--- config.mk ---
export PLATFORM = sky130hd
export DESIGN_NAME = rle_squash
export DESIGN_NICKNAME = d
export VERILOG_FILES = /design/src/rtl/rle_squash.sv
export SDC_FILE = /design/constraint.sdc
export NUM_CORES = 1
export LEC_CHECK = 0
export BUFFER_PORTS_ARGS = -buffer_cell sky130_fd_sc_hd__buf_4
export CAP_MARGIN = 5
export CORE_MARGIN = 2
export CORE_UTILIZATION = 39
export DETAILED_ROUTE_END_ITERATION = 8
export PLACE_DENSITY = 0.6
export SLEW_MARGIN = 20
export SYNTH_ARGS = -nofsm -noshare
export SYNTH_HDL_FRONTEND = slang
export SYNTH_SLANG_ARGS = --single-unit
--- constraint.sdc ---
create_clock -name clk -period 4.95 [get_ports clk]
set_input_delay 0.7425 -clock clk [delete_from_list [all_inputs] [get_ports clk]]
set_output_delay 0.7425 -clock clk [all_outputs]
set_load 0.02 [all_outputs]
--- src/rtl/rle_squash.sv ---
// rle_squash: run-length encoder on a valid/ready stream.
// Emits {count, value} per run of identical beats; din_last closes the run.
module rle_squash #(
  parameter int DIN = 16,
  parameter int CNT = 8
) (
  input  logic                 clk,
  input  logic                 rst,
  input  logic                 din_valid,
  output logic                 din_ready,
  input  logic [DIN-1:0]       din_data,
  input  logic                 din_last,
  output logic                 dout_valid,
  input  logic                 dout_ready,
  output logic [CNT+DIN-1:0]   dout_data,
  output logic                 dout_last
);

  localparam logic [CNT-1:0] MAX = {CNT{1'b1}};
  localparam logic [CNT-1:0] ONE = CNT'(1);

  logic                 run_valid_q, run_valid_d;
  logic [DIN-1:0]       run_data_q, run_data_d;
  logic [CNT-1:0]       run_cnt_q, run_cnt_d;
  logic                 close_pending_q, close_pending_d;
  logic                 out_valid_q, out_valid_d;
  logic [CNT+DIN-1:0]   out_data_q, out_data_d;
  logic                 out_last_q, out_last_d;

  logic slot_free;
  logic accept;
  logic extend;

  assign slot_free = !out_valid_q || dout_ready;
  assign din_ready = rst && slot_free && !close_pending_q;
  assign accept    = din_valid && din_ready;
  assign extend    = (din_data == run_data_q) && (run_cnt_q != MAX);

  always_comb begin
    run_valid_d     = run_valid_q;
    run_data_d      = run_data_q;
    run_cnt_d       = run_cnt_q;
    close_pending_d = close_pending_q;
    out_valid_d     = out_valid_q;
    out_data_d      = out_data_q;
    out_last_d      = out_last_q;
    if (slot_free) begin
      // slot is empty or being drained this cycle
      out_valid_d = 1'b0;
      unique case (1'b1)
        close_pending_q: begin
          out_valid_d     = 1'b1;
          out_data_d      = {run_cnt_q, run_data_q};
          out_last_d      = 1'b1;
          run_valid_d     = 1'b0;
          close_pending_d = 1'b0;
        end
        accept && !run_valid_q: begin
          if (din_last) begin
            out_valid_d = 1'b1;
            out_data_d  = {ONE, din_data};
            out_last_d  = 1'b1;
          end else begin
            run_valid_d = 1'b1;
            run_data_d  = din_data;
            run_cnt_d   = ONE;
          end
        end
        accept && run_valid_q && extend: begin
          if (din_last) begin
            out_valid_d = 1'b1;
            out_data_d  = {run_cnt_q + ONE, din_data};
            out_last_d  = 1'b1;
            run_valid_d = 1'b0;
          end else begin
            run_cnt_d = run_cnt_q + ONE;
          end
        end
        accept && run_valid_q && !extend: begin
          out_valid_d = 1'b1;
          out_data_d  = {run_cnt_q, run_data_q};
          out_last_d  = 1'b0;
          run_data_d  = din_data;
          run_cnt_d   = ONE;
          // the fresh one-beat run is flushed next free cycle
          if (din_last) close_pending_d = 1'b1;
        end
        default: ;
      endcase
    end
  end

  always_ff @(posedge clk or negedge rst) begin
    if (!rst) begin
      run_valid_q     <= 1'b0;
      run_data_q      <= '0;
      run_cnt_q       <= '0;
      close_pending_q <= 1'b0;
      out_valid_q     <= 1'b0;
      out_data_q      <= '0;
      out_last_q      <= 1'b0;
    end else begin
      run_valid_q     <= run_valid_d;
      run_data_q      <= run_data_d;
      run_cnt_q       <= run_cnt_d;
      close_pending_q <= close_pending_d;
      out_valid_q     <= out_valid_d;
      out_data_q      <= out_data_d;
      out_last_q      <= out_last_d;
    end
  end

  assign dout_valid = out_valid_q;
  assign dout_data  = out_data_q;
  assign dout_last  = out_last_q;

endmodule

# Word level (Yosys, flattened, before mapping)

Index checks and enable logic that the tools add are counted.

Bits in registers: 52
Input port bits: 21

$add $sub $neg: 1
Eq/ne operators: 7
Mux-type cells: 16
Reduce and logical (&&, ||, !) cells: 25

Operators by type and width:

| operator                                                                 | number |
|---|---|
| 24-bit case mux with 3 select lines                                      | 1 |
| 24-bit 2-to-1 mux                                                        | 2 |
| 16-bit case mux with 2 select lines                                      | 1 |
| 8-bit case mux with 3 select lines                                       | 1 |
| 16-bit == test                                                           | 1 |
| 16-bit 2-to-1 mux                                                        | 1 |
| 8-bit 2-to-1 mux                                                         | 2 |
| 4-bit AND reduction                                                      | 3 |
| 3-bit nonzero test                                                       | 4 |
| 8-bit by 1-bit adder with 8-bit output (second input constant)           | 1 |
| 1-bit logical AND                                                        | 8 |
| 2-bit inequality test (second input constant)                            | 4 |
| 8-bit inequality test (second input constant)                            | 1 |
| 1-bit case mux with 3 select lines                                       | 2 |
| 3-bit AND reduction                                                      | 2 |
| 1-bit 2-to-1 mux                                                         | 5 |
| 1-bit logical NOT                                                        | 4 |
| 2-bit OR reduction                                                       | 2 |
| 2-bit by 1-bit inequality test with 1-bit output (second input constant) | 1 |
| 1-bit case mux with 2 select lines                                       | 1 |
| 2-bit nonzero test                                                       | 1 |
| 1-bit logical OR                                                         | 1 |

# Logic depth before layout (Yosys ltp)

Word-level depth: 10
Depth in mapped cells: 8
Depth with buffers taken out: 7

# Worst setup path before layout

Ideal clock, no wire load.

Path kind: input port to flip-flop
From: input port din_data[12]
To: register out_data_q[10], in the netlist dout_data[10]
Library setup time: 124 ps
Arrival time: 2253 ps
Required time: 4826 ps
Path slack: 2573 ps
Stages on the path: 8
Cells stage by stage: xor2_1 > nor4_2 > and2_0 > buf_2 > nand3_2 > clkbuf_1 > a31oi_1 > a2bb2oi_2

Word-level cells in the longest chain between the ends: 7

RTL lines:

| what                          | line | RTL |
|---|---|---|
| start: declaration            | 11   | `input logic [DIN-1:0] din_data,` |
| 16-bit == test (*)            | 37   | `assign extend = (din_data == run_data_q) && (run_cnt_q != MAX);` |
| 1-bit logical AND (*)         | 37   |  |
| 1-bit logical NOT             | 79   | `accept && run_valid_q && !extend: begin` |
| 1-bit logical AND             | 79   |  |
| 2-bit OR reduction (no line)  | n/a  |  |
| 3-bit nonzero test (no line)  | n/a  |  |
| 4-bit AND reduction (no line) | n/a  |  |
| end signal: assignment        | 108  | `out_data_q <= out_data_d;` |
| end: declaration              | 27   | `logic [CNT+DIN-1:0] out_data_q, out_data_d;` |

Every way passes the cells marked *; elsewhere a longest branch is shown, timed or not.
A chain may end at the register's enable or synchronous reset.

# Final worst setup path

From: input port rst
To: register out_data_q[3], in the netlist dout_data[3]

Word-level cells in the longest chain between the ends: 8

RTL lines:

| what                               | line   | RTL |
|---|---|---|
| start: declaration                 | 8      | `input logic rst,` |
| 1-bit logical AND (*) (2 in a row) | 35     | `assign din_ready = rst && slot_free && !close_pending_q;` |
| 1-bit logical AND (*)              | 36     | `assign accept = din_valid && din_ready;` |
| 1-bit logical AND                  | 69, 79 |  |
| 1-bit logical AND                  | 79     |  |
| 2-bit OR reduction (no line)       | n/a    |  |
| 3-bit nonzero test (no line)       | n/a    |  |
| 4-bit AND reduction (no line)      | n/a    |  |

Marked as above.

==> impl_metrics.tcl <==
set metrics [dict create \
    finalSetupViolations 0 \
    r2r_cells 7 \
    portBuffers 47 \
    syn_area_um2 3060 \
    post-route-period-util_pct 61.2 \
    final_nets 351 \
    ir_drop_mv 0.216 \
    hold_violations 0 \
    synth_top_area_share_pct 42.5 \
    synth.ff_latch_count 52 \
    cap_violations 0 \
    grt_overflow_total 0 \
    grt_pass1_wl_um 12700 \
    critical_path_depth 7 \
    h-tree-depth 2 \
    ctsHoldBuffers 0 \
    yosysTopAreaCell "dfrtp_1" \
    die-area_um2 8570 \
    max_freq_ghz 0.330 \
    cp_top_family "compound AO/OA/AOI/OAI gates" \
    synth_seq_area_share_pct 42.5 \
    detail-route-antenna-nets 0 \
    gp_congestion 0.849 \
    fin_util_pct 45.9 \
    grt_usage_pct 18.6 \
    max_slew_margin_pct 30.5 \
    crit_type "input pin to flop" \
    endpoint_kind "flop" \
    routedWlPerCell_um 17.3 \
    antenna_found_initial 0 \
    final_area_um2 3510 \
    cts_resized 0 \
    worst_path_max_delay_cell "o21ai_2" \
    critPathBufInv 1 \
    p_per_area_nw_per_um2 473 \
    drive_gt1_share_pct 28.5 \
    fin_ws_ps 1920 \
    cp_max_fo 56 \
    syn_avg_cell_area_um2 10.3 \
    rows 32 \
    power.total_mw 1.66 \
    startpoint_type "input pin" \
    clk_latency_ps 310 \
    place_ws_ps 1550 \
    dp_hpwl_um 4970 \
    synth_top_flop_cell "dfrtp_1" \
    p_leak_nw 1.45 \
    async_flop_share_pct 100 \
    synth_cell_type_count 52 \
    antenna_cells 0 \
    vias_per_cell 5.59 \
    max_stage_delay_ps 830 \
    synthCells 296 \
    cts_tree "yes" \
    fin_crit_ps 3030 \
    die_h_um 92.6 \
    cts_setup_buffers 0 \
    area_growth_pct 14.7 \
    pin_count 48 \
    rsz0062_at_grt "false" \
    hp-class "input pin to asynchronous set/reset pin" \
    start_util_pct 40.0 \
    synth_fp_nets 318 \
    numCtsBuffers 5 \
    required_ps 5190 \
    grt_max_degree 57 \
    worstPathCellList "buf_4 > and3_1 > o21ai_0 > nand3_1 > o21ai_2 > a31oi_1 > a2bb2oi_1" \
    maxSlewViolCount 0 \
    cts_sinks 52 \
    arrival_ps 3280 \
    drtIter0Drc 94 \
    synth-edff-count 0 \
    status "completed" \
    skew_ps 9.03 \
    drc 0 \
    setup_tns_ps 0 \
    core_um2 7650 \
    grt_pass1_vias 2448 \
    cts_buffer_depth 2 \
    clkTransAtPathRegs_ps 100 \
    synth.area.top_cells "dfrtp_1, mux2_4, a2bb2oi_2" \
    num_vias 2413 \
    yosys_warnings 0 \
    worst_pin_slew_ps 1040 \
    ctsRootBufferMaster "clkbuf_8" \
    fillers 745 \
    drt_first_pass_iters 4 \
    finalWirelength_um 7490 \
    placed_cell_area_um2 3420 \
    die_w_um 92.6 \
]
## through the flow
stage / cells / hold slack, ps
global route: 432 / 533
detailed placement: 424 / 474
floorplan: 296 / 447
CTS: 432 / 496
finish: 432 / 471
global placement: 424 / 474
## logic make-up after synthesis
group | Yosys count | share of synthesized area, %
muxes | 17 | 7.44
and+or+nand+nor | 92 | 16.3
AOI/OAI and AO/OA | 90 | 23.8
xor gates and xnor gates | 16 | 4.58
buffers and inverters | 28 | 4.91
adders and majority gates | 1 | 0.409
DFF | 52 | 42.5
## sequential cells by signal, summed over array words and instances, names as in the netlist
signal,count
dout_valid,1
run_data_q,16
run_cnt_q,8
close_pending_q,1
dout_last,1
run_valid_q,1
dout_data,24
## synth_stat cells (all sizes together), types with 6 or more instances
master,count
a2bb2oi,20
a31oi,21
nand2,30
o21ai,22
xor2,8
inv,6
mux2,16
xnor2,8
clkbuf,10
nand3,26
nor3,11
a21oi,8
dfrtp,52
buf,12
## layout by cell type (no fill, tap or decap), types with 2 or more instances in the layout
| cell | count |
|---|---|
| a31oi_1 | 20 |
| a22oi_1 | 3 |
| inv_1 | 6 |
| a21oi_1 | 8 |
| nand3_1 | 25 |
| xnor2_1 | 8 |
| nand2_1 | 28 |
| and4_1 | 2 |
| a2bb2oi_2 | 9 |
| a2bb2oi_1 | 11 |
| nor4_2 | 2 |
| nand2b_1 | 3 |
| a211oi_1 | 5 |
| o21ai_1 | 3 |
| buf_4 | 48 |
| mux2_4 | 10 |
| and3_4 | 2 |
| nor3_1 | 10 |
| o22ai_1 | 2 |
| and3_1 | 3 |
| nand4_1 | 4 |
| o21ai_0 | 17 |
| mux2_2 | 6 |
| nor4_1 | 3 |
| xor2_1 | 8 |
| nor2_1 | 2 |
| dfrtp_1 | 52 |
| clkbuf_8 | 5 |
## routing by layer
metal	up-vias	wire length (µm)	global-route usage, %
li1	1177	-	-
met3	11	270	3.66
met2	44	3400	29.2
met5	-	0	0
met4	0	109	5.22
met1	1181	3710	26.1
## worst paths after layout
check                                          start                        end  slack, ps
hold / removal                                   rst   run_cnt_q[4]$_DFFE_PN0P_        470
setup / recovery                                 rst   dout_data[3]$_DFFE_PN0P_       1920
min in group clk           dout_data[17]$_DFFE_PN0P_  dout_data[17]$_DFFE_PN0P_        490
hold reg to reg            dout_data[17]$_DFFE_PN0P_  dout_data[17]$_DFFE_PN0P_        490
setup reg to reg            run_cnt_q[0]$_DFFE_PN0P_   dout_data[3]$_DFFE_PN0P_       2040
max in group asynchronous                        rst   dout_data[9]$_DFFE_PN0P_       4010
## where the power goes
group	switching [mW]	total [mW]	internal (mW)
Clock	0.153	0.254	0.101
Combinational	0.360	0.717	0.357
Sequential	0.126	0.690	0.564
Total	0.638	1.66	1.02
## final cells by class
cell class | instances | area, µm² | area share (%)
multi-input cells | 216 | 1610 | 45.8
flip-flops and latches | 52 | 1300 | 37.1
repair buffers | 48 | 360 | 10.3
clock buffers | 6 | 72.6 | 2.07
clock inverters | 2 | 16.3 | 0.464
well taps | 102 | 128 | 3.64
inverters | 6 | 22.5 | 0.642
(Power assumes the default switching activity.)
